## config.mk

```make
export PLATFORM = sky130hd
export DESIGN_NAME = pc_unit
export DESIGN_NICKNAME = d
export VERILOG_FILES = /design/src/rtl/pc_pkg.sv /design/src/rtl/pc_ras.sv /design/src/rtl/pc_unit.sv
export SDC_FILE = /design/constraint.sdc
export NUM_CORES = 1
export LEC_CHECK = 0
export ABC_AREA = 1
export CAP_MARGIN = 20
export CORE_AREA = 2 2 99 101
export CTS_CLUSTER_SIZE = 20
export DETAILED_ROUTE_END_ITERATION = 10
export DIE_AREA = 0 0 101 103
export PLACE_DENSITY = 0.76
export SETUP_SLACK_MARGIN = 0.02
export SYNTH_ARGS = -nofsm -noshare
export SYNTH_HDL_FRONTEND = slang
export SYNTH_HIERARCHICAL = 1
export SYNTH_SLANG_ARGS = --single-unit
```

## constraint.sdc

```tcl
create_clock -name Clk -period 4.1 [get_ports Clk]
set_input_delay 0.41 -clock Clk [delete_from_list [all_inputs] [get_ports Clk]]
set_output_delay 0.41 -clock Clk [all_outputs]
set_load 0.02 [all_outputs]
```

## src/rtl/pc_pkg.sv

```systemverilog
// Shared types for the program-counter unit: next-PC select encoding and priority decode.
// Pure combinational helpers; no state lives here.
package pc_pkg;

    localparam int PC_WIDTH_DEFAULT = 16;

    typedef enum logic [2:0] {
        SEL_SEQ    = 3'd0,
        SEL_BR     = 3'd1,
        SEL_JMP    = 3'd2,
        SEL_CALL   = 3'd3,
        SEL_RET    = 3'd4,
        SEL_RETERR = 3'd5,
        SEL_LOAD   = 3'd6
    } pcSel_e;

    // Highest-priority control wins; a return with nothing on the stack falls through sequentially.
    function automatic pcSel_e pcNextSel(
        input logic load,
        input logic ret,
        input logic rasEmpty,
        input logic call,
        input logic jump,
        input logic branchTaken
    );
        pcSel_e sel;
        if (load)
            sel = SEL_LOAD;
        else if (ret && !rasEmpty)
            sel = SEL_RET;
        else if (ret)
            sel = SEL_RETERR;
        else if (call)
            sel = SEL_CALL;
        else if (jump)
            sel = SEL_JMP;
        else if (branchTaken)
            sel = SEL_BR;
        else
            sel = SEL_SEQ;
        return sel;
    endfunction

endpackage

```

## src/rtl/pc_ras.sv

```systemverilog
// Circular return-address stack; push/pop take effect on the next Clk edge, TopData is combinational.
// No backpressure: a push when full overwrites the oldest entry, a pop when empty is dropped; both are flagged.
module pc_ras #(
    parameter int WIDTH     = 16,
    parameter int RAS_DEPTH = 4
) (
    input  logic             Clk,
    input  logic             Rst_n,
    input  logic             Push,
    input  logic             Pop,
    input  logic [WIDTH-1:0] PushData,
    output logic [WIDTH-1:0] TopData,
    output logic             Empty,
    output logic             Full,
    output logic             Overflow,
    output logic             Underflow
);

    localparam int PW = $clog2(RAS_DEPTH);
    localparam int CW = PW + 1;
    localparam logic [CW-1:0] DEPTH_C = CW'(RAS_DEPTH);

    logic [WIDTH-1:0] stackMem [RAS_DEPTH];
    logic [PW-1:0]    wrPtr;
    logic [PW-1:0]    topPtr;
    logic [CW-1:0]    count;
    logic             doPush;
    logic             doPop;

    // wrPtr is the next free slot; the pointer wraps so a full-stack push recycles the oldest slot.
    assign topPtr  = wrPtr - 1'b1;
    assign TopData = stackMem[topPtr];

    assign Empty = (count == '0);
    assign Full  = (count == DEPTH_C);

    assign doPop  = Pop && !Empty;
    assign doPush = Push && !Pop;

    assign Overflow  = doPush && Full;
    assign Underflow = Pop && Empty;

    always_ff @(posedge Clk or negedge Rst_n) begin
        if (!Rst_n) begin
            wrPtr <= '0;
            count <= '0;
        end else if (doPop) begin
            wrPtr <= wrPtr - 1'b1;
            count <= count - 1'b1;
        end else if (doPush) begin
            wrPtr <= wrPtr + 1'b1;
            if (!Full)
                count <= count + 1'b1;
        end
    end

    always_ff @(posedge Clk) begin
        if (doPush)
            stackMem[wrPtr] <= PushData;
    end

endmodule

```

## src/rtl/pc_unit.sv

```systemverilog
// Program counter with next-PC select (load/ret/call/jump/branch/seq) and return-address stack; new PC one cycle after controls.
// Stall freezes PC, stack and error flag; no other backpressure.
module pc_unit
    import pc_pkg::*;
#(
    parameter int               WIDTH     = PC_WIDTH_DEFAULT,
    parameter int               STEP      = 1,
    parameter logic [WIDTH-1:0] RESET_VEC = '0,
    parameter int               RAS_DEPTH = 4
) (
    input  logic             Clk,
    input  logic             Rst_n,
    input  logic             Stall,
    input  logic             Load,
    input  logic [WIDTH-1:0] PcInput,
    input  logic             Ret,
    input  logic             Call,
    input  logic             Jump,
    input  logic [WIDTH-1:0] JumpTarget,
    input  logic             BranchTaken,
    input  logic [WIDTH-1:0] BranchTarget,
    output logic [WIDTH-1:0] PcOutput,
    output logic [WIDTH-1:0] PcPlusStep,
    output logic             RasEmpty,
    output logic             RasFull,
    output logic             RasErr
);

    localparam logic [WIDTH-1:0] STEP_W = WIDTH'(STEP);

    pcSel_e           sel;
    logic [WIDTH-1:0] pcNext;
    logic [WIDTH-1:0] rasTop;
    logic             rasPush;
    logic             rasPop;
    logic             rasOverflow;
    logic             rasUnderflow;

    // Modulo-2^WIDTH add: the PC wraps from all-ones to zero silently.
    assign PcPlusStep = PcOutput + STEP_W;

    assign sel     = pcNextSel(Load, Ret, RasEmpty, Call, Jump, BranchTaken);
    assign rasPush = !Stall && (sel == SEL_CALL);
    assign rasPop  = !Stall && (sel == SEL_RET || sel == SEL_RETERR);

    pc_ras #(
        .WIDTH     (WIDTH),
        .RAS_DEPTH (RAS_DEPTH)
    ) uRas (
        .Clk       (Clk),
        .Rst_n     (Rst_n),
        .Push      (rasPush),
        .Pop       (rasPop),
        .PushData  (PcPlusStep),
        .TopData   (rasTop),
        .Empty     (RasEmpty),
        .Full      (RasFull),
        .Overflow  (rasOverflow),
        .Underflow (rasUnderflow)
    );

    always_comb begin
        pcNext = PcPlusStep;
        unique case (sel)
            SEL_LOAD:   pcNext = PcInput;
            SEL_RET:    pcNext = rasTop;
            SEL_RETERR: pcNext = PcPlusStep;
            SEL_CALL:   pcNext = JumpTarget;
            SEL_JMP:    pcNext = JumpTarget;
            SEL_BR:     pcNext = BranchTarget;
            default:    pcNext = PcPlusStep;
        endcase
    end

    always_ff @(posedge Clk or negedge Rst_n) begin
        if (!Rst_n) begin
            PcOutput <= RESET_VEC;
            RasErr   <= 1'b0;
        end else if (!Stall) begin
            PcOutput <= pcNext;
            if (rasOverflow || rasUnderflow)
                RasErr <= 1'b1;
        end
    end

endmodule
```

==> impl_metrics.ini, run 1 <==
[timing]
worst_pin_slew_ns = 0.662
skew_ns = 0.0116
final-setup-viol-count = 0
rsz0062_at_grt = no
tns_ns = 0
worst_slew_margin_rel_pct = 55.7
finalCriticalPeriod_ns = 2.89
finalCritPeriodShare_pct = 70.4
hold_viol = 0
fmax_mhz = 346
finalMaxSlewViolations = 0

[clocking]
cts_buffers = 9
cts.repair.resized = 0
cts_max_level = 3
path_clk_slew_ns = 0.09
clockBufferDepth = 2
cts_tree = built
post_cts_buffers = 0
hold_buffers = 0
cts_root_buf = clkbuf_8
clock_sinks = 86
clkLatencyLatePin_ns = 0.35

[synth]
synth_top_family_by_area = simple AND/OR/NAND/NOR gates
syn-num-nets = 591
synthXorXnorAreaFrac_pct = 1.35
synthAdderAreaFrac_pct = 1.65
synth_area_per_cell_um2 = 8.61
ys_seq_elements = 86
synth_area_um2 = 4560
synthCells = 529
yosysWarnings = 6
synth_simple_gate_area_share_pct = 27.4
synth_compound_area_share_pct = 8.59
synth_cell_types = 35
synthMuxAreaShare_pct = 0
synth-seq-area-share_pct = 54.3

[routing]
final_antenna_net_count = 0
wl_met2_mm = 5.73
highest_layer = met4
drt_iter0_markers = 337
first_pass_iters = 6
viasPerCell = 5.37
drt-wirelength-per-cell_um = 16.4
wl_met3_um = 808
wl_mm = 12.2
vias = 3991
wl_met1_mm = 5.42
post-route-drc-count = 0

[place]
port_buffers = 90
placedCellCount = 727
hpwl_mm = 9.17
place_congestion = 0.950

[worst_setup_path]
critPathCaptureType = register
critPathBufInv = 4
reg2reg_to = uRas/stackMem[3][6]$_DFFE_PP_
crit_path_max_incr_delay_ns = 0.61
critical_path.max_fanout = 11
path_class = in2reg
reg2reg_from = uRas/count[0]$_DFFE_PN0P_
crit_required_ns = 4.16
cp_slowest_cell = clkdlybuf4s50_1
reg2reg_slack_ns = 1.36
start_kind = input port
reg2regPathDepth = 10
path_cells = clkdlybuf4s50_1 -> buf_4 -> nor2_4 -> nand2_1 -> nand2_2 -> inv_1 -> nor3_1 -> nand2_2 -> nor2_1 -> buf_4
arrival_ns = 2.94
critPathTopFamily = simple AND/OR/NAND/NOR gates

[cells_and_area]
final_common_cell = nand2_1
drive_gt1_share_pct = 9.70
layout_common_cells = nand2_1 (115), nor2_1 (99), clkdlybuf4s50_1 (90), edfxtp_1 (64), inv_1 (45)
area_growth_pct = 26.7
antenna_cells = 0
final_cells = 743
fin_nets = 686

[floorplan]
core_um2 = 9460
ios = 91
die_area_um2 = 10400
die_w_um = 101
initial_core_util_pct = 48.2
die_h_um = 103
row_count = 36

[grt]
antenna_found_initial = 0
grt_pass1_vias = 3795
grt_max_degree = 36
overflow = 0
grt_pass1_wl_mm = 19.4
grt_usage_pct = 24.7

[worst_hold_path]
min_path_type = in2async

[pwr]
ir_drop_v = 0.000235
power_density_nw_per_um2 = 572
power.leakage_nw = 2.37

[outcome]
outcome = complete, no violations

[job]
max_cap_viol_count = 0
[cell usage after synthesis, drive strengths merged]
cell / count / share of area, %
clkbuf: 2 / 0.16
nor2: 106 / 9.2
dfrtp: 22 / 12
nand2: 124 / 11
ha: 6 / 1.6
nand4: 4 / 0.55
clkinv: 1 / 0.082
nand3b: 2 / 0.33
a21oi: 8 / 1.0
inv: 56 / 4.7
o21ai: 42 / 4.9
o22ai: 16 / 2.2
nor4: 1 / 0.14
nand3: 45 / 5.3
or2: 2 / 0.27
edfxtp: 64 / 42
buf: 14 / 1.8
xor2: 7 / 1.3
o21bai: 2 / 0.33
a21boi: 1 / 0.16
nor3: 4 / 0.66
[metrics by stage]
stage          instance area [um2]  util (%)  hold slack [ns]  setup WS, ns  total power (W)
2_1_floorplan                 4560         -            0.114          1.38          0.00212
3_3_place_gp                  5590      59.0            0.492         0.933          0.00266
3_5_place_dp                  5590      59.0            0.484         0.842          0.00270
4_1_cts                       5780      61.1            0.425          1.19          0.00330
5_1_grt                       5780      61.1            0.424         0.965          0.00350
6_report                      5780      61.1            0.428          1.21          0.00330
[final cells by class]
| class | count | area (um2) |
|---|---|---|
| clock inverter | 5 | 58.8 |
| multi-input combinational | 370 | 1780 |
| inverter | 57 | 219 |
| clock buffer | 11 | 131 |
| timing repair buffer | 100 | 976 |
| fill | 802 | 3680 |
| sequential | 86 | 2470 |
| tap | 114 | 143 |
[registers in the layout, summed over array words and instances, names as in the netlist]
| name | flops |
|---|---|
| RasErr | 1 |
| PcOutput | 16 |
| uRas/stackMem | 64 |
| uRas/count | 3 |
| uRas/wrPtr | 2 |
[kinds of logic after synthesis]
group           Yosys count
compound gates           69
xor+xnor                  7
fa+ha+maj                 6
buf+inv                  73
flops                    86
simple gates            288
[worst max path at each step]
stage	from	to	slack [ns]	cells after the start
6_report	Load	uRas/stackMem[3][6]$_DFFE_PP_	1.21	10
5_1_grt	Load	uRas/stackMem[3][15]$_DFFE_PP_	0.97	10
4_1_cts	PcOutput[0]$_DFFE_PN0N_	PcPlusStep[14]	1.19	8
3_5_place_dp	Load	uRas/stackMem[3][12]$_DFFE_PP_	0.84	10
3_3_place_gp	Load	uRas/stackMem[3][12]$_DFFE_PP_	0.93	10
2_1_floorplan	uRas/count[0]$_DFFE_PN0P_	uRas/stackMem[0][0]$_DFFE_PP_	1.38	10
[report_power, final]
part | total, W | internal [W] | switching [W]
registers | 0.00116 | 0.00107 | 0.0000969
logic | 0.00154 | 0.000560 | 0.000984
clock network | 0.000596 | 0.000284 | 0.000313
total | 0.00330 | 0.00191 | 0.00139
[layer usage]
metal	track usage [%]	vias to the layer above
li1	-	1932
met1	34.9	1877
met2	38.2	163
met3	4.54	19
met4	9.56	0
met5	0	-
No activity file was read; power rests on OpenSTA's default activity.
==> run 2, diff against run 1 <==
- clock period: 4.1 -> 2.8 ns (I/O delays scaled with it)
==> run 2 against run 1 <==
Sequential power grew 47%. Clock power increased by 44%. Sequential share of layout area is 0.18 points lower. Clock-buffer cell count shrank 2. Clock skew fell by 0.00081 ns. Highest routed layer unchanged.
==> impl_metrics.ini, run 2 (synthesis results as in run 1) <==
[outcome]
outcome = complete, no violations

[clocking]
cts_root_buf = clkbuf_8
cts_max_level = 3
clkLatencyLatePin_ns = 0.36
clock_sinks = 86
path_clk_slew_ns = 0.10
clockBufferDepth = 2
cts_tree = built
cts_buffers = 9

[worst_setup_path]
cp_slowest_cell = clkdlybuf4s50_1
crit_top_cell = nand2_1
reg2reg_from = uRas/count[0]$_DFFE_PN0P_
path_cells = nand2_1 -> nor2_1 -> nand2_1 -> nor2_2 -> nand2_1 -> nand2_1 -> nand2_1 -> inv_1 -> clkdlybuf4s50_1
reg2reg_slack_ns = 0.46
reg2reg_to = uRas/stackMem[0][7]$_DFFE_PP_
start_kind = register
crit_path_max_incr_delay_ns = 0.63
path_class = reg2out
arrival_ns = 2.35
reg2regPathDepth = 10
critical_path.max_fanout = 6
crit_required_ns = 2.52
critPathCaptureType = output pin
critPathTopFamily = buffers and inverters
critPathBufInv = 2

[floorplan]
die_w_um = 101
ios = 91
die_h_um = 103
die_area_um2 = 10400
core_um2 = 9460
row_count = 36
initial_core_util_pct = 48.2

[timing]
worst_slew_margin_rel_pct = 62.7
fmax_mhz = 380
finalCriticalPeriod_ns = 2.63
finalCritPeriodShare_pct = 94.1
rsz0062_at_grt = no
final-setup-viol-count = 0
finalMaxSlewViolations = 0
hold_viol = 0
tns_ns = 0
worst_pin_slew_ns = 0.557
skew_ns = 0.0108

[cells_and_area]
area_growth_pct = 27.3
fin_nets = 689
antenna_cells = 0
top_register = uRas/stackMem
final_cells = 746
largestRegisters = uRas/stackMem x64, PcOutput x16, uRas/count x3
drive_gt1_share_pct = 10.6
layout_common_cells = nand2_1 (115), nor2_1 (99), clkdlybuf4s50_1 (87), edfxtp_1 (64), inv_1 (45)
fillCellCount = 800
largest_reg_flops = 64
final_common_cell = nand2_1

[pwr]
p_comb_share_pct = 46.8
power_density_nw_per_um2 = 831
swShare_pct = 43.3
power.leakage_nw = 2.42
switching_power_w = 0.00209
p_int_w = 0.00274
clock_power_share_pct = 17.8
ir_drop_v = 0.000369
power_frac_seq_pct = 35.4

[grt]
antenna_found_initial = 0
grt_usage_pct = 24.3
overflow = 0
grt_pass1_wl_mm = 19.3
grt_max_degree = 36
grt_pass1_vias = 3790

[routing]
drt-wirelength-per-cell_um = 16.5
vias = 3982
viasPerCell = 5.34
wl_mm = 12.3
post-route-drc-count = 0
first_pass_iters = 5
final_antenna_net_count = 0
drt_iter0_markers = 342

[place]
hpwl_mm = 9.40
port_buffers = 90
placedCellCount = 730
place_congestion = 0.923

[worst_hold_path]
min_path_type = in2async

[job]
max_cap_viol_count = 0
[run 2: power groups by stage]
| stage | Clock, W | Combinational (W) | Sequential (W) |
|---|---|---|---|
| floorplan | 0 | 0.00132 | 0.00179 |
| global placement | 0 | 0.00220 | 0.00172 |
| detailed placement | 0 | 0.00223 | 0.00173 |
| CTS | 0.000867 | 0.00224 | 0.00170 |
| global route | 0.000928 | 0.00248 | 0.00172 |
| finish | 0.000857 | 0.00226 | 0.00171 |
[run 2: cell type report]
cell class	count	area (um2)	share of cell area (%)
Inverter	57	219	3.77
Timing Repair Buffer	103	1010	17.3
Clock buffer	9	124	2.13
Multi-Input combinational cell	370	1780	30.6
Sequential cell	86	2470	42.6
Tap cell	114	143	2.46
Clock inverter	7	62.6	1.08
[run 2: metrics by stage]
step / instance area (um2) / utilization [%] / power [W] / hold WS, ns / setup WS (ns)
2_1_floorplan: 4560 / - / 0.00311 / -0.0156 / 0.0788
3_3_place_gp: 5610 / 59.3 / 0.00392 / 0.486 / 0.412
3_5_place_dp: 5610 / 59.3 / 0.00396 / 0.484 / 0.366
4_1_cts: 5790 / 61.3 / 0.00481 / 0.279 / 0.0553
5_1_grt: 5800 / 61.3 / 0.00513 / 0.304 / 0.0284
6_report: 5800 / 61.3 / 0.00482 / 0.283 / 0.166
[run 2: worst max path at each step]
stage,from,to,cells after the start
detailed placement,Ret,uRas/stackMem[0][8]$_DFFE_PP_,9
global placement,Ret,uRas/stackMem[0][10]$_DFFE_PP_,9
global route,PcOutput[5]$_DFFE_PN0N_,PcPlusStep[15],9
CTS,PcOutput[0]$_DFFE_PN0N_,PcPlusStep[14],8
finish,PcOutput[5]$_DFFE_PN0N_,PcPlusStep[15],9
floorplan,uRas/count[0]$_DFFE_PN0P_,uRas/stackMem[0][0]$_DFFE_PP_,10
[run 2: metal layers]
layer  wire length, um  vias up  track usage (%)
met5                 0        -                0
met4               167        0             8.63
met3               741       15             4.61
met2              5760      150             37.3
met1              5610     1878             34.7
li1                  -     1939                -
[run 2: what timing repair did]
action                                  CTS  global route
hold buffers                              0             0
resized for setup                         0             4
buffers inserted                          0             0
endpoints found under the setup margin    0             4
